<file path="config.mk">
export PLATFORM = sky130hd
export DESIGN_NAME = alu_res_buffer
export DESIGN_NICKNAME = d
export VERILOG_FILES = /design/src/rtl/alu_pkg.sv /design/src/rtl/alu_res_fifo.sv /design/src/rtl/alu_res_buffer.sv
export SDC_FILE = /design/constraint.sdc
export NUM_CORES = 1
export LEC_CHECK = 0
export BUFFER_PORTS_ARGS = -buffer_cell sky130_fd_sc_hd__buf_2
export CORE_AREA = 2 2 92 183
export DETAILED_ROUTE_END_ITERATION = 10
export DIE_AREA = 0 0 94 185
export PLACE_DENSITY = 0.63
export SKIP_LAST_GASP = 1
export SLEW_MARGIN = 10
export SYNTH_ARGS = -nofsm -noshare
export SYNTH_HDL_FRONTEND = slang
export SYNTH_SLANG_ARGS = --single-unit
</file>
<file path="constraint.sdc">
create_clock -name clk -period 3.3 [get_ports clk]
set_input_delay 0.33 -clock clk [delete_from_list [all_inputs] [get_ports clk]]
set_output_delay 0.33 -clock clk [all_outputs]
set_load 0.005 [all_outputs]
</file>
<file path="src/rtl/alu_pkg.sv">
// alu_pkg: ALU widths, opcode tags and the buffered result entry shared by the ALU, its capture stage and benches.
package alu_pkg;

    localparam int ALU_DATA_W = 32;
    localparam int ALU_OP_W   = 4;

    localparam logic [ALU_OP_W-1:0] OP_ADD  = 4'b0000;
    localparam logic [ALU_OP_W-1:0] OP_SUB  = 4'b0001;
    localparam logic [ALU_OP_W-1:0] OP_AND  = 4'b0010;
    localparam logic [ALU_OP_W-1:0] OP_OR   = 4'b0011;
    localparam logic [ALU_OP_W-1:0] OP_XOR  = 4'b0100;
    localparam logic [ALU_OP_W-1:0] OP_NOT  = 4'b0101;
    localparam logic [ALU_OP_W-1:0] OP_SLL  = 4'b0110;
    localparam logic [ALU_OP_W-1:0] OP_SRL  = 4'b0111;
    localparam logic [ALU_OP_W-1:0] OP_SRA  = 4'b1000;
    localparam logic [ALU_OP_W-1:0] OP_ROL  = 4'b1001;
    localparam logic [ALU_OP_W-1:0] OP_ROR  = 4'b1010;
    localparam logic [ALU_OP_W-1:0] OP_INC  = 4'b1011;
    localparam logic [ALU_OP_W-1:0] OP_DEC  = 4'b1100;
    localparam logic [ALU_OP_W-1:0] OP_PASA = 4'b1101;
    localparam logic [ALU_OP_W-1:0] OP_PASB = 4'b1110;
    localparam logic [ALU_OP_W-1:0] OP_NOP  = 4'b1111;

    typedef struct packed {
        logic [ALU_DATA_W-1:0] data;
        logic [ALU_OP_W-1:0]   opcode;
        logic                  carry;
        logic                  zero;
        logic                  neg;
    } alu_entry_t;

endpackage

</file>
<file path="src/rtl/alu_res_fifo.sv">
// alu_res_fifo: synchronous FIFO of alu_entry_t; head reads as zero while empty so outputs are clean after reset.
module alu_res_fifo
    import alu_pkg::*;
#(
    parameter int DEPTH = 4,
    localparam int AW = $clog2(DEPTH),
    localparam int CW = AW + 1
) (
    input  logic          clk,
    input  logic          rst_n,
    input  logic          push,
    input  logic          pop,
    input  alu_entry_t    din,
    output alu_entry_t    dout,
    output logic          full,
    output logic          empty,
    output logic [CW-1:0] count
);

    alu_entry_t    mem [DEPTH];
    logic [AW-1:0] wr_ptr, rd_ptr;
    logic          wr, rd;

    assign full  = (count == CW'(DEPTH));
    assign empty = (count == '0);
    assign rd    = pop & ~empty;
    // a pop frees the slot in the same edge, so a full FIFO still takes the push
    assign wr    = push & (~full | rd);
    assign dout  = empty ? '0 : mem[rd_ptr];

    always_ff @(posedge clk) begin
        if (wr) mem[wr_ptr] <= din;
    end

    always_ff @(posedge clk) begin
        if (!rst_n) begin
            wr_ptr <= '0;
            rd_ptr <= '0;
            count  <= '0;
        end else begin
            wr_ptr <= wr ? wr_ptr + AW'(1) : wr_ptr;
            rd_ptr <= rd ? rd_ptr + AW'(1) : rd_ptr;
            count  <= count + CW'(wr) - CW'(rd);
        end
    end

endmodule

</file>
<file path="src/rtl/alu_res_buffer.sv">
// alu_res_buffer: captures ALU results with flags into a FIFO, valid/ready output, sticky overflow on drops.
// Optional ALU_RES_DROP_CNT_EN adds an 8-bit saturating drop_cnt output.
module alu_res_buffer
    import alu_pkg::*;
#(
    parameter int DATA_W = ALU_DATA_W,
    parameter int OP_W   = ALU_OP_W,
    parameter int DEPTH  = 4
) (
    input  logic                     clk,
    input  logic                     rst_n,
    input  logic                     en,
    input  logic [OP_W-1:0]          opcode,
    input  logic [DATA_W:0]          ALU_res,
    output logic                     out_valid,
    input  logic                     out_ready,
    output logic [DATA_W-1:0]        out_data,
    output logic [OP_W-1:0]          out_opcode,
    output logic                     out_carry,
    output logic                     out_zero,
    output logic                     out_neg,
    output logic [$clog2(DEPTH):0]   count,
`ifdef ALU_RES_DROP_CNT_EN
    output logic [7:0]               drop_cnt,
`endif
    output logic                     overflow
);

    alu_entry_t din, head;
    logic       full, empty, pop, drop;

    assign din = '{data:   ALU_res[DATA_W-1:0],
                   opcode: opcode,
                   carry:  ALU_res[DATA_W],
                   zero:   ~|ALU_res[DATA_W-1:0],
                   neg:    ALU_res[DATA_W-1]};

    assign out_valid = ~empty;
    assign pop       = out_valid & out_ready;
    assign drop      = en & full & ~pop;

    assign out_data   = head.data;
    assign out_opcode = head.opcode;
    assign out_carry  = head.carry;
    assign out_zero   = head.zero;
    assign out_neg    = head.neg;

    alu_res_fifo #(.DEPTH(DEPTH)) u_fifo (
        .clk   (clk),
        .rst_n (rst_n),
        .push  (en),
        .pop   (pop),
        .din   (din),
        .dout  (head),
        .full  (full),
        .empty (empty),
        .count (count)
    );

    always_ff @(posedge clk) begin
        if (!rst_n) overflow <= 1'b0;
        else if (drop) overflow <= 1'b1;
    end

`ifdef ALU_RES_DROP_CNT_EN
    always_ff @(posedge clk) begin
        if (!rst_n) drop_cnt <= '0;
        else if (drop && drop_cnt != 8'hFF) drop_cnt <= drop_cnt + 8'd1;
    end
`endif

endmodule

</file>
# Word-level counts from Yosys, hierarchy flattened
# Memories as Yosys holds them, arrays and structs flattened. A register that Yosys moved wholly into a read port is not among the register bits.
# Index checks and enable logic that the tools add are counted.
# totals
reg_bits	8
output_inout_bits	44
memories	1
in_bits	41
ram_bits	156
word_cells	27
# memory_table
memory	words	word_bits	rd	rd_ports_with_merged_regs	write_ports	line_no	rtl
u_fifo.mem	4	39	1	1	1	alu_res_fifo.sv:20	alu_entry_t mem [DEPTH];
# classes
bitwise	9
n_addsub	4
mux	5
n_eq_ne	1
n_reduce_logical	3
# op_table
op	count
2-to-1 mux 39 bit	1
OR reduction 32 bit	1
bitwise AND 1 bit	5
adder 2 x 1 -> 2 bit (second input constant)	2
2-to-1 mux 2 bit	2
adder 3 x 1 -> 3 bit	1
equality test 3 bit (second input constant)	1
logical NOT 3 bit	1
inverter 1 bit	3
subtractor 3 x 1 -> 3 bit	1
2-to-1 mux 1 bit	2
logical NOT 1 bit	1
bitwise OR 1 bit	1

# Depth between registers and ports, before layout
# Gate-level depths: netlist of run 1.
# depth
depth_word	8
depth_mapped	10
ltp_nobuf	10

# Hierarchy
# A second synthesis of run 1 with hierarchy kept.
# hier_totals
hier_cells	313
area_unflattened_um2	6475.0
# modules_own_cells
module	seq_area_each_um2	cells_each	n_inst	area_each_um2
alu_res_fifo	4864.7	296	1	6357.3
alu_res_buffer	20.0	17	1	117.6

# Worst setup path before layout of run 1
# Ideal clock, no wire load.
# synth_timing
path_type	register to register
startpoint	register u_fifo.count[1]
endpoint	memory u_fifo.mem[0][0] (netlist bit), enable pin
t_required_ns	2.901
t_arrival_ns	1.838
setup_slack_ns	1.063
path_buffers	1
path_stages_with_launch	5
period_less_slack_ns	2.237
setup_ns	0.399
path_cell_list	dfxtp_1 > nor4b_1 > nor2b_1 > clkbuf_1 > and2_1
# synth_between
elab_chain_cells	8
word_cells_on_any_way	10
cone_classes	1 x eq/ne; 2 x mux; 6 x bitwise; 1 x reduce/logical
# synth_lines
element	line_no	rtl
from (decl)	alu_res_fifo.sv:17	output logic [CW-1:0] count
from (signal assigned)	alu_res_fifo.sv:43	count <= count + CW'(wr) - CW'(rd);
logical NOT 3 bit	alu_res_fifo.sv:25	assign empty = (count == '0);
inverter 1 bit	alu_res_fifo.sv:26, alu_res_buffer.sv:38	
bitwise AND 1 bit	alu_res_buffer.sv:39	assign pop = out_valid & out_ready;
bitwise AND 1 bit	alu_res_fifo.sv:26	assign rd = pop & ~empty;
bitwise OR 1 bit *	alu_res_fifo.sv:28	assign wr = push & (~full | rd);
bitwise AND 1 bit *	alu_res_fifo.sv:28	
named net u_fifo.wr	alu_res_fifo.sv:22	logic wr, rd;
2-to-1 mux 1 bit *	alu_res_fifo.sv:32	if (wr) mem[wr_ptr] <= din;
2-to-1 mux 1 bit (implied by the code) *	alu_res_fifo.sv:32	
to (decl)	alu_res_fifo.sv:20	
# Mark *: on every way through the listed nets, which the timed path passes. The rest lies on a longest branch.

==> run_results.csv, run 1 <==
group,metric,value,unit
synthesis,synth_seq_area_share,0.7535,
final_layout,fillCellCount,1362,
clock_network,clk_latency,0.42,ns
detailed_routing,routed_wl,11690,um
setup_path,end_kind,"primary output",
power,power.internal,4.249,mW
power,peakVddDrop,0.4110,mV
timing,worst_pin_slew,0.5417,ns
setup_path,crit_fanout,15,
timing,setup_ws,0.7239,ns
timing,whs,0.1457,ns
synthesis,synth_nets,354,
global_route,grt_usage,0.1447,
status,status,"completed",
floorplanning,die_h,185,um
global_route,gr-total-overflow,0,
place,place_ws,1.089,ns
flow_run,drv_cap,0,
min_path,min_path_cells,1,
final_layout,nets,451,
power,pwr-share-clk,0.336,
final_layout,num_antenna_cells,0,
setup_path,max_stage_delay,0.67,ns
synthesis,synth_top_area_frac,0.7218,
synthesis,synth_area_leaders,"edfxtp_1 (72%), mux4_2 (14%), nor2b_1 (3.8%)",
min_path,hp-class,"primary input to register",
detailed_routing,routed_via_density,5.076,
synthesis,synth_cell_type_count,26,
place,gp_congestion,0.7193,
setup_path,critical_path_required,2.97,ns
timing,fin_crit,2.576,ns
clock_network,cts_tree,"built",
floorplanning,dieArea,17390,um2
min_path,hp-start,"opcode[0]",
clock_network,cts_buffers,17,
timing,setup_tns,0,ns
floorplanning,start_util,0.3927,
clock_network,cts.sinks,162,
place,port_buffers,84,
setup_path,path_cells,"buf_4, mux4_2, nor2b_1, buf_2",
power,p_comb_frac,0.225,
clock_network,cts_root_buffer,"clkbuf_16",
final_layout,drive_gt1_frac,0.4087,
synthesis,synth_top_area_cell,"edfxtp_1",
timing,slew_headroom,0.6389,
detailed_routing,post_drt_wl_per_cell,18.85,um
floorplanning,dieWidth,94,um
power,finalPower,5.787,mW
synthesis,syn_inst,306,
setup_path,reg2reg_depth,8,
setup_path,r2r-start,"u_fifo.count[1]$_SDFF_PN0_",
timing,slew_violations,0,
place,place_hpwl,7506,um
global_route,grt_pass1_wl,18290,um
floorplanning,core_region_area,16100,um2
global_route,antenna_found_initial,0,
detailed_routing,vias,3147,
clock_network,max-clock-path-buffers,2,
setup_path,crit_path_start_kind,"register",
min_path,holdPathEnd,"u_fifo.mem[2][3]$_DFFE_PP_",
timing,hold_viol_final,0,
detailed_routing,antenna_left,0,
final_layout,syn2layout_area_growth,20.82,%
power,seqPwrFrac,0.439,
synthesis,yosysWarnings,0,
power,leakage,2.637,nW
timing,period_share,0.7806,
timing,clock.fmax,0.3882,GHz
clock_network,cts_hold_buf,0,
synthesis,syn-mean-instance-area,20.67,um2
setup_path,critPathKind,"register to primary output",
setup_path,r2r-end,"u_fifo.count[2]$_SDFF_PN0_",
detailed_routing,drt_iter0_markers,155,
floorplanning,rows,66,
clock_network,cts_resized,0,
global_route,grt_max_degree,43,
detailed_routing,drtPass1Iterations,5,
detailed_routing,drc_errors,0,
power,p_switching,1.538,mW
setup_path,ff2ff_setup_slack,1.15,ns
clock_network,postCtsSetupBuffers,0,
setup_path,critPathArrivalTime,2.25,ns
global_route,grt_pass1_vias,3277,
timing,skew,0.01096,ns
timing,finalSetupViolations,0,
clock_network,clkTransAtPathRegs,0.06,ns
power,power.density,757.5,nW/um2
clock_network,cts_max_level,4,
setup_path,slowest_stage,"dfxtp_2",
floorplanning,io_pins,85,
synthesis,yosys_register_bits,162,
timing,rsz0062_at_grt,"no",
power,switching_share,0.2658,
synthesis,syn_area,6324,um2
==> worst max path at each step <==
stage                                             to  slack, ns                  startpoint
after global routing                    out_data[22]       0.54                    register
after detailed placement                out_data[19]       1.09                    register
after floorplan           u_fifo.mem[0][0]$_DFFE_PP_       1.06  u_fifo.count[1]$_SDFF_PN0_
final                                   out_data[22]       0.72                    register
after global placement                  out_data[26]       1.09                    register
after CTS                               out_data[26]       0.64                    register
==> power by group through the flow <==
stage / clock network, mW / logic, mW / registers, mW
after floorplan: 0 / 0.863 / 2.53
after global placement: 0 / 1.33 / 2.58
after detailed placement: 0 / 1.34 / 2.59
after CTS: 1.99 / 1.35 / 2.54
after global routing: 2.07 / 1.45 / 2.56
final: 1.95 / 1.30 / 2.54
==> Yosys cell counts <==
master and n:
and2b_1 4, a21boi_0 1, edfxtp_1 152, nor2_1 1, and2_1 6, mux2i_1 2, or3_1 1, or4bb_1 1
mux4_2 38, nand2_1 6, buf_2 3, nor2b_1 38, nor4b_1 1, buf_4 2, buf_6 3, dfxtp_1 10
nor3_2 1, ha_1 6, o21ai_0 3, fa_1 1, nand4_1 2, inv_1 6, nor4_1 8, clkbuf_1 7
xnor2_1 2, a21oi_1 1
==> state kept, by name (all words and copies together), names as in the netlist, named ones only <==
register,count
u_fifo.count,3
u_fifo.mem,152
u_fifo.rd_ptr,2
u_fifo.wr_ptr,2
overflow,1
==> worst max-delay path, delay by kind of cell, from the launching register on <==
family                 cells  cell delay, ns
and+or+nand+nor            1            0.14
buffers and inverters      2            0.48
muxes                      1            0.55
DFF                        1            0.67
==> final cells by class <==
class / count / area (um2) / share of cell area
clock buffers: 17 / 425.4 / 0.05568
clock inverters: 15 / 173.9 / 0.02276
inverters: 6 / 22.52 / 0.002948
multi-input cells: 123 / 1458 / 0.1908
flip-flops and latches: 162 / 4767 / 0.6240
well taps: 204 / 255.2 / 0.03341
repair buffers: 93 / 538.0 / 0.07042
==> per-layer routing <==
metal / GRT usage / part of all wire
met5: 0 / 0
met4: 0.05043 / 0.010
met3: 0.03824 / 0.063
met2: 0.2397 / 0.52
met1: 0.1833 / 0.41
==> kinds of logic (layout without fill, tap and decap cells) <==
group | count (synthesis) | in the layout | share of synthesized area
AOI/OAI and AO/OA | 5 | 5 | 0.004352
adders and majority gates | 7 | 7 | 0.01504
xor gates and xnor gates | 2 | 2 | 0.002771
and+or+nand+nor | 69 | 69 | 0.06807
muxes | 40 | 40 | 0.1385
DFF | 162 | 162 | 0.7535
buffers and inverters | 21 | 131 | 0.01781
==> placed cells by master, fill, tap and decap left out <==
cell type     n
edfxtp_1    152
buf_2        84
nor2b_1      38
mux4_2       38
clkbuf_16    17
nor4_1        8
dfxtp_1       8
inv_1         6
nand2_1       6
ha_1          6
clkinv_4      5
buf_4         5
and2b_1       4
and2_2        4
inv_6         4
buf_12        4
o21ai_0       3
nand4_1       2
and2_1        2
mux2i_1       2
xnor2_1       2
dfxtp_2       2
bufinv_16     2
inv_8         2
nor4b_1       1
nor3_4        1
nor2_1        1
or4bb_1       1
or3_1         1
a21boi_0      1
a21oi_1       1
fa_1          1
clkinvlp_4    1
clkinv_2      1
==> per-stage QoR <==
stage | util | std cells | cell area (um2)
global route | 0.4744 | 620 | 7640
detailed placement | 0.4372 | 588 | 7041
floorplan | - | 306 | 6324
global placement | 0.4372 | 588 | 7041
finish | 0.4744 | 620 | 7640
CTS | 0.4744 | 620 | 7640
(Power assumes the default switching activity.)
==> run 2: changes to the inputs <==
==> constraint.sdc (replaced) <==
create_clock -name clk -period 2.5 [get_ports clk]
set_input_delay 0.25 -clock clk [delete_from_list [all_inputs] [get_ports clk]]
set_output_delay 0.25 -clock clk [all_outputs]
set_load 0.005 [all_outputs]
==> run_results.csv, run 2 (same netlist as run 1, synthesis figures left out) <==
group,metric,value,unit
status,status,"completed",
detailed_routing,antenna_left,0,
setup_path,max_stage_delay,0.48,ns
min_path,hp-start,"opcode[1]",
setup_path,end_kind,"register",
timing,skew,0.01147,ns
clock_network,cts_tree,"built",
timing,fin_crit,2.188,ns
floorplanning,dieWidth,94,um
final_layout,regMostFlops,"u_fifo.mem",
place,place_hpwl,6879,um
final_layout,fillCellCount,1384,
global_route,grt_pass1_wl,18090,um
timing,hold_viol_final,0,
timing,slew_headroom,0.6848,
detailed_routing,drt_iter0_markers,140,
clock_network,cts_root_buffer,"clkbuf_16",
setup_path,ff2ff_setup_slack,0.31,ns
global_route,antenna_found_initial,0,
final_layout,fin_cells,620,
min_path,hp-class,"primary input to register",
floorplanning,die_h,185,um
clock_network,cts_resized,0,
setup_path,critPathKind,"register to register",
detailed_routing,routed_via_density,5.037,
detailed_routing,drc_errors,0,
global_route,gr-total-overflow,0,
power,power.density,986.6,nW/um2
setup_path,crit_path_start_kind,"register",
final_layout,layout_commonest_cell,"edfxtp_1",
clock_network,cts_buffers,17,
timing,period_share,0.8750,
timing,whs,0.05518,ns
detailed_routing,drtPass1Iterations,4,
place,dpl.cell_count,588,
final_layout,drive_gt1_frac,0.4063,
timing,rsz0062_at_grt,"no",
clock_network,clkTransAtPathRegs,0.07,ns
setup_path,reg2reg_depth,8,
final_layout,largest_reg_flops,152,
setup_path,path_cells,"nor4b_1, nor2b_1, ha_1, inv_1, fa_1, xnor2_1, xnor2_1, and2_1",
clock_network,clk_latency,0.42,ns
final_layout,syn2layout_area_growth,20.54,%
global_route,grt_max_degree,43,
clock_network,cts.sinks,162,
timing,slew_violations,0,
clock_network,postCtsSetupBuffers,0,
setup_path,critical_path_required,2.80,ns
min_path,min_path_cells,1,
clock_network,cts_hold_buf,0,
final_layout,utilization,0.4733,
floorplanning,core_region_area,16100,um2
detailed_routing,post_drt_wl_per_cell,18.86,um
final_layout,nets,451,
detailed_routing,vias,3123,
min_path,holdPathEnd,"u_fifo.mem[0][4]$_DFFE_PP_",
final_layout,num_antenna_cells,0,
final_layout,reg_top3,"u_fifo.mem (152), u_fifo.count (3)",
setup_path,critPathArrivalTime,2.49,ns
timing,worst_pin_slew,0.4727,ns
power,peakVddDrop,0.7761,mV
global_route,grt_pass1_vias,3245,
place,port_buffers,84,
setup_path,slowest_stage,"dfxtp_1",
final_layout,mostFrequentLayoutCells,"edfxtp_1 (152), buf_2 (84), nor2b_1 (38), mux4_2 (38), clkbuf_16 (17)",
setup_path,r2r-end,"u_fifo.count[2]$_SDFF_PN0_",
clock_network,cts_max_level,4,
floorplanning,dieArea,17390,um2
timing,finalSetupViolations,0,
setup_path,crit_fanout,7,
floorplanning,io_pins,85,
global_route,grt_usage,0.1430,
setup_path,critPathMostFrequentCell,"xnor2_1",
flow_run,drv_cap,0,
timing,setup_tns,0,ns
power,leakage,2.626,nW
floorplanning,rows,66,
place,gp_congestion,0.6784,
timing,clock.fmax,0.4571,GHz
setup_path,r2r-start,"u_fifo.count[1]$_SDFF_PN0_",
clock_network,max-clock-path-buffers,2,
detailed_routing,routed_wl,11690,um
floorplanning,start_util,0.3927,
==> run 2: worst max path at each step <==
stage	start	end	slack (ns)	cells past startpoint
final	u_fifo.count[1]$_SDFF_PN0_	u_fifo.count[2]$_SDFF_PN0_	0.31	8
after global routing	u_fifo.count[1]$_SDFF_PN0_	u_fifo.count[2]$_SDFF_PN0_	0.15	8
after CTS	u_fifo.count[1]$_SDFF_PN0_	u_fifo.count[2]$_SDFF_PN0_	0.29	8
after detailed placement	u_fifo.count[1]$_SDFF_PN0_	u_fifo.count[2]$_SDFF_PN0_	0.30	8
after global placement	u_fifo.count[1]$_SDFF_PN0_	u_fifo.count[2]$_SDFF_PN0_	0.34	8
after floorplan	u_fifo.count[1]$_SDFF_PN0_	u_fifo.mem[0][0]$_DFFE_PP_	0.26	4
==> run 2: layout make-up <==
cell class | count | area [um2] | area share
sequential | 162 | 4767 | 0.6254
multi-input combinational | 123 | 1458 | 0.1912
timing repair buffer | 93 | 550.5 | 0.07223
clock buffer | 17 | 425.4 | 0.05581
tap | 204 | 255.2 | 0.03349
clock inverter | 15 | 143.9 | 0.01888
inverter | 6 | 22.52 | 0.002955
==> run 2: through the flow <==
step / area, um2 / power (mW) / setup WS, ns
after floorplan: 6324 / 4.473 / 0.2632
after global placement: 7053 / 5.174 / 0.3408
after detailed placement: 7053 / 5.190 / 0.2963
after CTS: 7622 / 7.640 / 0.2899
after global routing: 7622 / 7.896 / 0.1521
final: 7622 / 7.520 / 0.3124
==> run 2: critical path, delay by kind of cell (launching register included) <==
kind                       cells  cell delay (ns)
and+or+nand+nor                3             0.68
adders and majority gates      2             0.60
DFF                            1             0.48
buffers and inverters          1             0.05
xor gates and xnor gates       2             0.27
==> run 2: layer usage <==
metal | share of wire | up-vias | track usage
met4 | 0.0049 | 0 | 0.05043
li1 | - | 1413 | -
met3 | 0.051 | 2 | 0.03336
met1 | 0.43 | 1601 | 0.1811
met2 | 0.51 | 107 | 0.2400
met5 | 0 | - | 0
==> run 2: power by group <==
group | switching (mW) | leakage (nW) | internal, mW
Combinational | 0.866 | 0.873 | 0.904
Clock | 1.12 | 0.278 | 1.32
Sequential | 0.0971 | 1.48 | 3.21
Total | 2.08 | 2.63 | 5.44
==> run 3: changes to the inputs <==
--- a/config.mk
+++ b/config.mk
@@ -9,7 +9,9 @@
 export CORE_AREA = 2 2 92 183
 export DETAILED_ROUTE_END_ITERATION = 10
 export DIE_AREA = 0 0 94 185
+export MAX_ROUTING_LAYER = met4
 export PLACE_DENSITY = 0.63
+export RECOVER_POWER = 100
 export SKIP_LAST_GASP = 1
 export SLEW_MARGIN = 10
 export SYNTH_ARGS = -nofsm -noshare
==> run_results.csv, run 3 (same netlist as run 1, synthesis figures left out) <==
group,metric,value,unit
floorplanning,io_pins,85,
setup_path,slowest_stage,"mux4_2",
status,status,"completed",
clock_network,max-clock-path-buffers,2,
clock_network,postCtsSetupBuffers,0,
flow_run,drv_cap,0,
floorplanning,start_util,0.3927,
detailed_routing,post_drt_wl_per_cell,18.90,um
timing,hold_viol_final,0,
setup_path,path_buf_inv,2,
clock_network,cts_max_level,4,
setup_path,path_cells,"buf_6, mux4_2, nor2b_1, clkbuf_2",
detailed_routing,routed_wl,11720,um
global_route,antenna_found_initial,0,
setup_path,critical_path_required,2.25,ns
final_layout,syn2layout_area_growth,18.24,%
clock_network,cts_hold_buf,0,
final_layout,fillCellCount,1422,
clock_network,cts_root_buffer,"clkbuf_16",
setup_path,max_stage_delay,0.56,ns
timing,clock.fmax,0.4402,GHz
final_layout,final-seq-area,4766,um2
timing,finalSetupViolations,0,
final_layout,mostFrequentLayoutCells,"edfxtp_1 (152), clkbuf_1 (65), nor2b_1 (38), mux4_2 (38), clkbuf_16 (17)",
detailed_routing,drtPass1Iterations,4,
setup_path,critPathArrivalTime,2.02,ns
clock_network,clk_latency,0.42,ns
final_layout,regMostFlops,"u_fifo.mem",
power,leakage,2.402,nW
global_route,grt_usage,0.1471,
global_route,grt_pass1_vias,3251,
clock_network,cts_tree,"built",
final_layout,utilization,0.4643,
timing,slew_violations,0,
floorplanning,dieWidth,94,um
setup_path,end_kind,"primary output",
timing,slew_headroom,0.5491,
setup_path,crit_family,"multiplexers",
final_layout,largest_reg_flops,152,
final_layout,num_antenna_cells,0,
detailed_routing,routed_via_density,5.026,
floorplanning,dieArea,17390,um2
clock_network,cts.sinks,162,
detailed_routing,drc_errors,0,
final_layout,multi_input_area,1446,um2
detailed_routing,vias,3116,
detailed_routing,drt_iter0_markers,153,
global_route,grt_pass1_wl,18100,um
detailed_routing,antenna_left,0,
timing,setup_tns,0,ns
setup_path,crit_path_start_kind,"register",
power,peakVddDrop,0.7361,mV
final_layout,drive_gt1_frac,0.2452,
floorplanning,rows,66,
timing,period_share,0.9086,
power,power.density,990.4,nW/um2
setup_path,critPathKind,"register to primary output",
floorplanning,core_region_area,16100,um2
final_layout,layout_commonest_cell,"edfxtp_1",
floorplanning,die_h,185,um
global_route,grt_max_degree,43,
timing,rsz0062_at_grt,"no",
clock_network,cts_resized,0,
place,port_buffers,84,
timing,fin_crit,2.272,ns
final_layout,nets,451,
final_layout,reg_top3,"u_fifo.mem (152), u_fifo.count (3)",
clock_network,clkTransAtPathRegs,0.07,ns
place,place_hpwl,6879,um
timing,skew,0.02597,ns
min_path,hp-class,"primary input to register",
global_route,gr-total-overflow,0,
place,gp_congestion,0.6852,
clock_network,cts_buffers,17,
setup_path,crit_fanout,30,
timing,worst_pin_slew,0.6764,ns
run 3: metal layers:
metal | global-route usage | share of wire | routed length [um] | up-vias
met5 | - | 0 | 0 | -
li1 | - | - | - | 1414
met2 | 0.2400 | 0.51 | 5992 | 92
met3 | 0.03458 | 0.043 | 506 | 5
met1 | 0.1811 | 0.44 | 5133 | 1605
met4 | 0.04870 | 0.0071 | 83 | 0
run 3: worst paths after layout:
kind | from | end | slack, ns | depth (start not counted)
worst max-delay path | register | out_data[6] | 0.23 | 4
worst max register to register | u_fifo.count[1]$_SDFF_PN0_ | u_fifo.count[2]$_SDFF_PN0_ | 0.32 | 10
worst min-delay path | opcode[1] | u_fifo.mem[0][4]$_DFFE_PP_ | 0.1 | 1
worst min register to register | u_fifo.rd_ptr[0]$_SDFFE_PN0P_ | u_fifo.rd_ptr[0]$_SDFFE_PN0P_ | 0.50 | 2
run 3: final cells by class:
| type | instances | area share |
|---|---|---|
| clock inverter | 15 | 0.01924 |
| sequential | 162 | 0.6374 |
| clock buffer | 17 | 0.05689 |
| multi-input combinational | 123 | 0.1934 |
| inverter | 6 | 0.003012 |
| timing repair buffer | 93 | 0.05589 |
| tap | 204 | 0.03414 |
run 3: power by group:
group	switching, mW	leakage, nW	total (mW)	internal (mW)
clock	1.12	0.278	2.44	1.32
combinational	0.867	0.649	1.67	0.798
sequential	0.0858	1.47	3.30	3.22
total	2.07	2.40	7.41	5.33
run 3: per-stage QoR:
stage | worst slack [ns] | instances | hold slack [ns] | power, mW | cell area (um2)
2_1_floorplan | 0.2632 | 306 | 0.3489 | 4.473 | 6324
6_report | 0.2285 | 620 | 0.09831 | 7.405 | 7477
3_5_place_dp | 0.2963 | 588 | 0.4762 | 5.190 | 7053
3_3_place_gp | 0.3408 | 588 | 0.4717 | 5.174 | 7053
4_1_cts | 0.2899 | 620 | 0.03327 | 7.640 | 7622
5_1_grt | 0.1020 | 620 | 0.1036 | 7.785 | 7477
